$ cat config.mk
export PLATFORM = sky130hd
export DESIGN_NAME = uart_rx_param
export DESIGN_NICKNAME = d
export VERILOG_FILES = /design/src/rtl/uart_pkg.sv /design/src/rtl/uart_sync.sv /design/src/rtl/uart_rx_param.sv
export SDC_FILE = /design/constraint.sdc
export NUM_CORES = 1
export LEC_CHECK = 0
export CAP_MARGIN = 20
export CORE_ASPECT_RATIO = 0.7
export CORE_UTILIZATION = 29
export CTS_BUF_LIST = sky130_fd_sc_hd__clkbuf_4
export DETAILED_ROUTE_END_ITERATION = 12
export GPL_TIMING_DRIVEN = 0
export REMOVE_ABC_BUFFERS = 1
export SLEW_MARGIN = 20
export SYNTH_ARGS = -nofsm -noshare
export SYNTH_HDL_FRONTEND = slang
export SYNTH_SLANG_ARGS = --single-unit
$ cat constraint.sdc
create_clock -name clk -period 3.45 [get_ports clk]
set_clock_uncertainty 0.05 [all_clocks]
set_input_delay 0.69 -clock clk [delete_from_list [all_inputs] [get_ports clk]]
set_output_delay 0.69 -clock clk [all_outputs]
set_load 0.005 [all_outputs]
$ cat src/rtl/uart_pkg.sv
// Shared UART definitions: rx state encoding, default frame constants and the parity helper.
package uart_pkg;

  localparam int DEF_CLKS_PER_BIT = 16;
  localparam int DEF_DATA_BITS    = 8;
  localparam int MAX_DATA_BITS    = 9;

  typedef logic [2:0] rx_state_t;

  localparam rx_state_t RX_IDLE   = 3'd0;
  localparam rx_state_t RX_START  = 3'd1;
  localparam rx_state_t RX_DATA   = 3'd2;
  localparam rx_state_t RX_PARITY = 3'd3;
  localparam rx_state_t RX_STOP   = 3'd4;
  localparam rx_state_t RX_BREAK  = 3'd5;

  // Unused upper bits must be zero-filled by the caller.
  function automatic logic parity_of(input logic [MAX_DATA_BITS-1:0] d, input logic odd);
    return (^d) ^ odd;
  endfunction

endpackage

$ cat src/rtl/uart_sync.sv
// Two-flop synchroniser for an asynchronous input, reset to RST_VAL.
module uart_sync #(
  parameter logic RST_VAL = 1'b1
) (
  input  logic clk,
  input  logic rst,
  input  logic d,
  output logic q
);

  logic [1:0] ff;

  always_ff @(posedge clk) begin
    if (rst) ff <= {2{RST_VAL}};
    else     ff <= {ff[0], d};
  end

  assign q = ff[1];

endmodule

$ cat src/rtl/uart_rx_param.sv
// Parametrised UART receiver with mid-bit sampling, false-start rejection and framing errors.
// Define UART_RX_PARITY_EN to expect one parity bit after the data bits.
module uart_rx_param
  import uart_pkg::*;
#(
  parameter int CLKS_PER_BIT = DEF_CLKS_PER_BIT,
  parameter int DATA_BITS    = DEF_DATA_BITS,
  parameter int STOP_BITS    = 1,
  parameter int PARITY_ODD   = 0
) (
  input  logic                 clk,
  input  logic                 rst,
  input  logic                 bit_in,
  output logic [DATA_BITS-1:0] data_out,
  output logic                 received_byte,
  output logic                 frame_err,
  output logic                 parity_err,
  output logic                 busy
);

  localparam int CW = $clog2(CLKS_PER_BIT);
  localparam int IW = $clog2(DATA_BITS);

  localparam logic [CW-1:0] HALF_M1   = CW'(CLKS_PER_BIT/2 - 1);
  localparam logic [CW-1:0] LAST_CNT  = CW'(CLKS_PER_BIT - 1);
  localparam logic [IW-1:0] LAST_IDX  = IW'(DATA_BITS - 1);
  localparam logic          LAST_STOP = 1'(STOP_BITS - 1);

`ifdef UART_RX_PARITY_EN
  localparam rx_state_t AFTER_DATA = RX_PARITY;
`else
  localparam rx_state_t AFTER_DATA = RX_STOP;
`endif

  logic                 s;
  rx_state_t            state;
  logic [CW-1:0]        cnt;
  logic [IW-1:0]        bit_idx;
  logic                 stop_idx;
  logic [DATA_BITS-1:0] shift;

`ifdef UART_RX_PARITY_EN
  logic par_bit;
  logic parity_err_q;
`endif

  uart_sync #(.RST_VAL(1'b1)) u_sync (
    .clk (clk),
    .rst (rst),
    .d   (bit_in),
    .q   (s)
  );

  always_ff @(posedge clk) begin
    if (rst) begin
      state         <= RX_IDLE;
      cnt           <= '0;
      bit_idx       <= '0;
      stop_idx      <= 1'b0;
      shift         <= '0;
      data_out      <= '0;
      received_byte <= 1'b0;
      frame_err     <= 1'b0;
`ifdef UART_RX_PARITY_EN
      par_bit       <= 1'b0;
      parity_err_q  <= 1'b0;
`endif
    end else begin
      received_byte <= 1'b0;
      frame_err     <= 1'b0;
`ifdef UART_RX_PARITY_EN
      parity_err_q  <= 1'b0;
`endif
      case (state)
        RX_IDLE: begin
          if (!s) begin
            state <= RX_START;
            cnt   <= '0;
          end
        end
        // Re-check the start bit at its midpoint to reject glitches.
        RX_START: begin
          if (cnt == HALF_M1) begin
            cnt     <= '0;
            bit_idx <= '0;
            state   <= s ? RX_IDLE : RX_DATA;
          end else begin
            cnt <= cnt + 1'b1;
          end
        end
        RX_DATA: begin
          if (cnt == LAST_CNT) begin
            cnt   <= '0;
            shift <= {s, shift[DATA_BITS-1:1]};
            if (bit_idx == LAST_IDX) begin
              stop_idx <= 1'b0;
              state    <= AFTER_DATA;
            end else begin
              bit_idx <= bit_idx + 1'b1;
            end
          end else begin
            cnt <= cnt + 1'b1;
          end
        end
`ifdef UART_RX_PARITY_EN
        RX_PARITY: begin
          if (cnt == LAST_CNT) begin
            cnt     <= '0;
            par_bit <= s;
            state   <= RX_STOP;
          end else begin
            cnt <= cnt + 1'b1;
          end
        end
`endif
        RX_STOP: begin
          if (cnt == LAST_CNT) begin
            cnt <= '0;
            if (!s) begin
              frame_err <= 1'b1;
              state     <= RX_BREAK;
            end else if (stop_idx == LAST_STOP) begin
              data_out      <= shift;
              received_byte <= 1'b1;
`ifdef UART_RX_PARITY_EN
              parity_err_q  <= par_bit != parity_of(MAX_DATA_BITS'(shift), 1'(PARITY_ODD));
`endif
              state         <= RX_IDLE;
            end else begin
              stop_idx <= stop_idx + 1'b1;
            end
          end else begin
            cnt <= cnt + 1'b1;
          end
        end
        // A stuck-low line must return high before a new start is accepted.
        RX_BREAK: begin
          if (s) state <= RX_IDLE;
        end
        default: state <= RX_IDLE;
      endcase
    end
  end

`ifdef UART_RX_PARITY_EN
  assign parity_err = parity_err_q;
`else
  assign parity_err = 1'b0;
`endif

  assign busy = (state != RX_IDLE);

endmodule

==> impl_metrics.tcl <==
set metrics [dict create \
    start_util_pct 31.6 \
    synth_area_leaders "dfxtp_1 (42%), mux2i_1 (13%), nor2_1 (6.3%), ha_1 (2.6%), a21oi_1 (2.4%)" \
    critPathKind "reg -> out" \
    tightest_slew_ns 0.743 \
    required_ns 2.71 \
    ir_drop_mv 0.122 \
    p_leak_nw 0.564 \
    setup_ws_ns 0.970 \
    register_area_sq_um 601 \
    finalHoldViolCount 0 \
    clockBufferDepth 2 \
    synth-simple-area-share_pct 24.3 \
    antenna_found_initial 0 \
    hpwl_um 1670 \
    final_cell_mix "dfxtp_1 (30), nor2_1 (24), mux2i_1 (18), clkdlybuf4s50_1 (12), nand2_1 (8)" \
    syn_avg_cell_area_sq_um 9.43 \
    synth.area.mux_share_pct 12.6 \
    dieArea_sq_mm 0.00523 \
    r2r_end "data_out[0]" \
    synthXorXnorAreaFrac_pct 1.22 \
    pre_cts_ws_ns 1.00 \
    clk_pin_slew_worst_paths_ns 0.10 \
    status "finished, final reports clean" \
    hold_path_depth 1 \
    final_nets 165 \
    critPathLaunch "state[0]" \
    finalSetupViolCount 0 \
    worstPathArrival_ns 1.74 \
    synth_adder_area_share_pct 2.62 \
    dpl_cell_area_sq_mm 0.00155 \
    r2r-start "cnt[0]" \
    synth_cell_types 43 \
    diodes 0 \
    tritoncts "built" \
    r2r_cells 5 \
    slew_viol_final 0 \
    syn_area_sq_mm 0.00143 \
    powerDensity_mw_per_mm2 421 \
    clk_latency_ns 0.32 \
    wl_um 2530 \
    drcViolationCount 0 \
    rsz0062_at_grt "false" \
    worstSetupEndpointType "output port" \
    rows 20 \
    power_mw 0.685 \
    vias_per_cell 4.68 \
    final_common_cell "dfxtp_1" \
    min_from "u_sync.ff[0]" \
    postLayoutCoreUtil_pct 35.9 \
    ys_warn_count 0 \
    synth_compound_area_share_pct 9.52 \
    grt.overflow.total 0 \
    cts-root-buf "clkbuf_4" \
    cap_viol_max_count 0 \
    startpoint_type "flop" \
    cts_setup_buffers 0 \
    num-fill-cells 467 \
    synth_top_area_share_pct 41.9 \
    num_io_pins 15 \
    holdPathEnd "u_sync.ff[1]" \
    antenna_left 0 \
    fp.dieW_um 86.0 \
    io_buffers 13 \
    synth_top_family_by_area "simple AND/OR/NAND/NOR gates" \
    grt_usage_pct 11.3 \
    wl_per_cell_um 11.2 \
    synth_top_area_cell "dfxtp_1" \
    fin_crit_ns 2.48 \
    setup_tns_ns 0 \
    multi_input_area_sq_um 723 \
    dieHeight_um 60.8 \
    syn_to_final_growth_pct 13.5 \
    drtIter0Drc 98 \
    first_pass_iters 4 \
    core_area_sq_mm 0.00453 \
    netlist_instances 152 \
    stdcell_area_sq_mm 0.00163 \
    clock.fmax_mhz 403 \
    h-tree-depth 2 \
    r2r_slack_ns 1.43 \
    place_congestion 0.741 \
    dr_total_vias 1058 \
    drive_above_1_share_pct 11.9 \
    hold_path_class "reg -> reg" \
    grt_max_degree 31 \
    grt_pass1_wl_um 4380 \
    holdBufCountCts 0 \
    max_slew_margin_pct 50.1 \
    cts_resized 0 \
    grt_pass1_vias 924 \
    seq_area_frac_synth_pct 41.9 \
    numCtsBuffers 5 \
    synth-seq-cells 30 \
    period_share_pct 71.9 \
    cp_max_fo 19 \
    numClockSinks 30 \
]
## power breakdown
part	internal, mW	switching, mW	total, mW	leakage, nW
sequential	0.352	0.0134	0.365	0.242
combinational	0.0225	0.0257	0.0482	0.276
clock	0.150	0.121	0.271	0.0450
total	0.524	0.161	0.685	0.564
## per-layer routing
| layer | GRT usage, % | up-vias | wire (um) |
|---|---|---|---|
| met2 | 14.3 | 29 | 929 |
| met3 | 4.08 | 4 | 117 |
| li1 | - | 550 | - |
| met4 | 5.00 | 0 | 31 |
| met1 | 16.6 | 475 | 1450 |
| met5 | 0 | - | 0 |
## worst max path at each step
stage	to	depth (start not counted)
final	busy	2
after floorplan	data_out[0]	5
after global routing	busy	2
after CTS	busy	2
after global placement	u_sync.ff[1]	2
after detailed placement	u_sync.ff[1]	2
## kinds of logic (layout without fill, tap and decap cells)
group           count (synthesis)  after routing
compound gates                 21             21
xor+xnor                        2              2
fa+ha+maj                       3              3
buf+inv                        17             25
flops                          30             30
mux                            18             18
other cells                     1              1
simple gates                   60             60
## cells in the mapped netlist (all sizes together)
library cell  instances
nand2                 8
nor4bb                1
and3b                 1
dlygate4sd1           2
mux2i                18
buf                   8
nor3b                 1
o311ai                1
xor2                  1
a31oi                 1
a21oi                 7
nor2                 25
o32ai                 1
or3                   4
o21ai                 4
o22a                  1
nor4                  4
inv                   4
nand3                 3
a32oi                 1
or2                   2
and3                  2
nand2b                1
conb                  1
o2111ai               2
and2                  1
clkbuf                3
dfxtp                30
or3b                  3
ha                    3
nor3                  3
xnor2                 1
o211ai                1
nand3b                1
a211oi                2
## final cells by class
type / instances / area share, %
repair buffers: 13 / 7.69
well taps: 66 / 5.08
clock buffers: 5 / 2.31
inverters: 4 / 1.08
multi-input cells: 105 / 44.5
flip-flops and latches: 30 / 36.9
clock inverters: 3 / 2.46
## state kept, by name, summed over array words and instances, names as in the netlist
register,flops
data_out,8
frame_err,1
bit_idx,3
cnt,4
shift,8
state,3
u_sync.ff,2
received_byte,1
## through the flow
step / hold slack (ns) / instances
floorplan: 0.339 / 139
global placement: 0.344 / 218
detailed placement: 0.346 / 218
CTS: 0.370 / 226
global route: 0.401 / 226
finish: 0.366 / 226
## worst max-delay path, cell delays in order, from the launching register on
cell and delay [ns]:
dfxtp_1 0.74, or3_1 0.19, clkdlybuf4s50_1 0.49
Power figures use the tool's default switching activity.
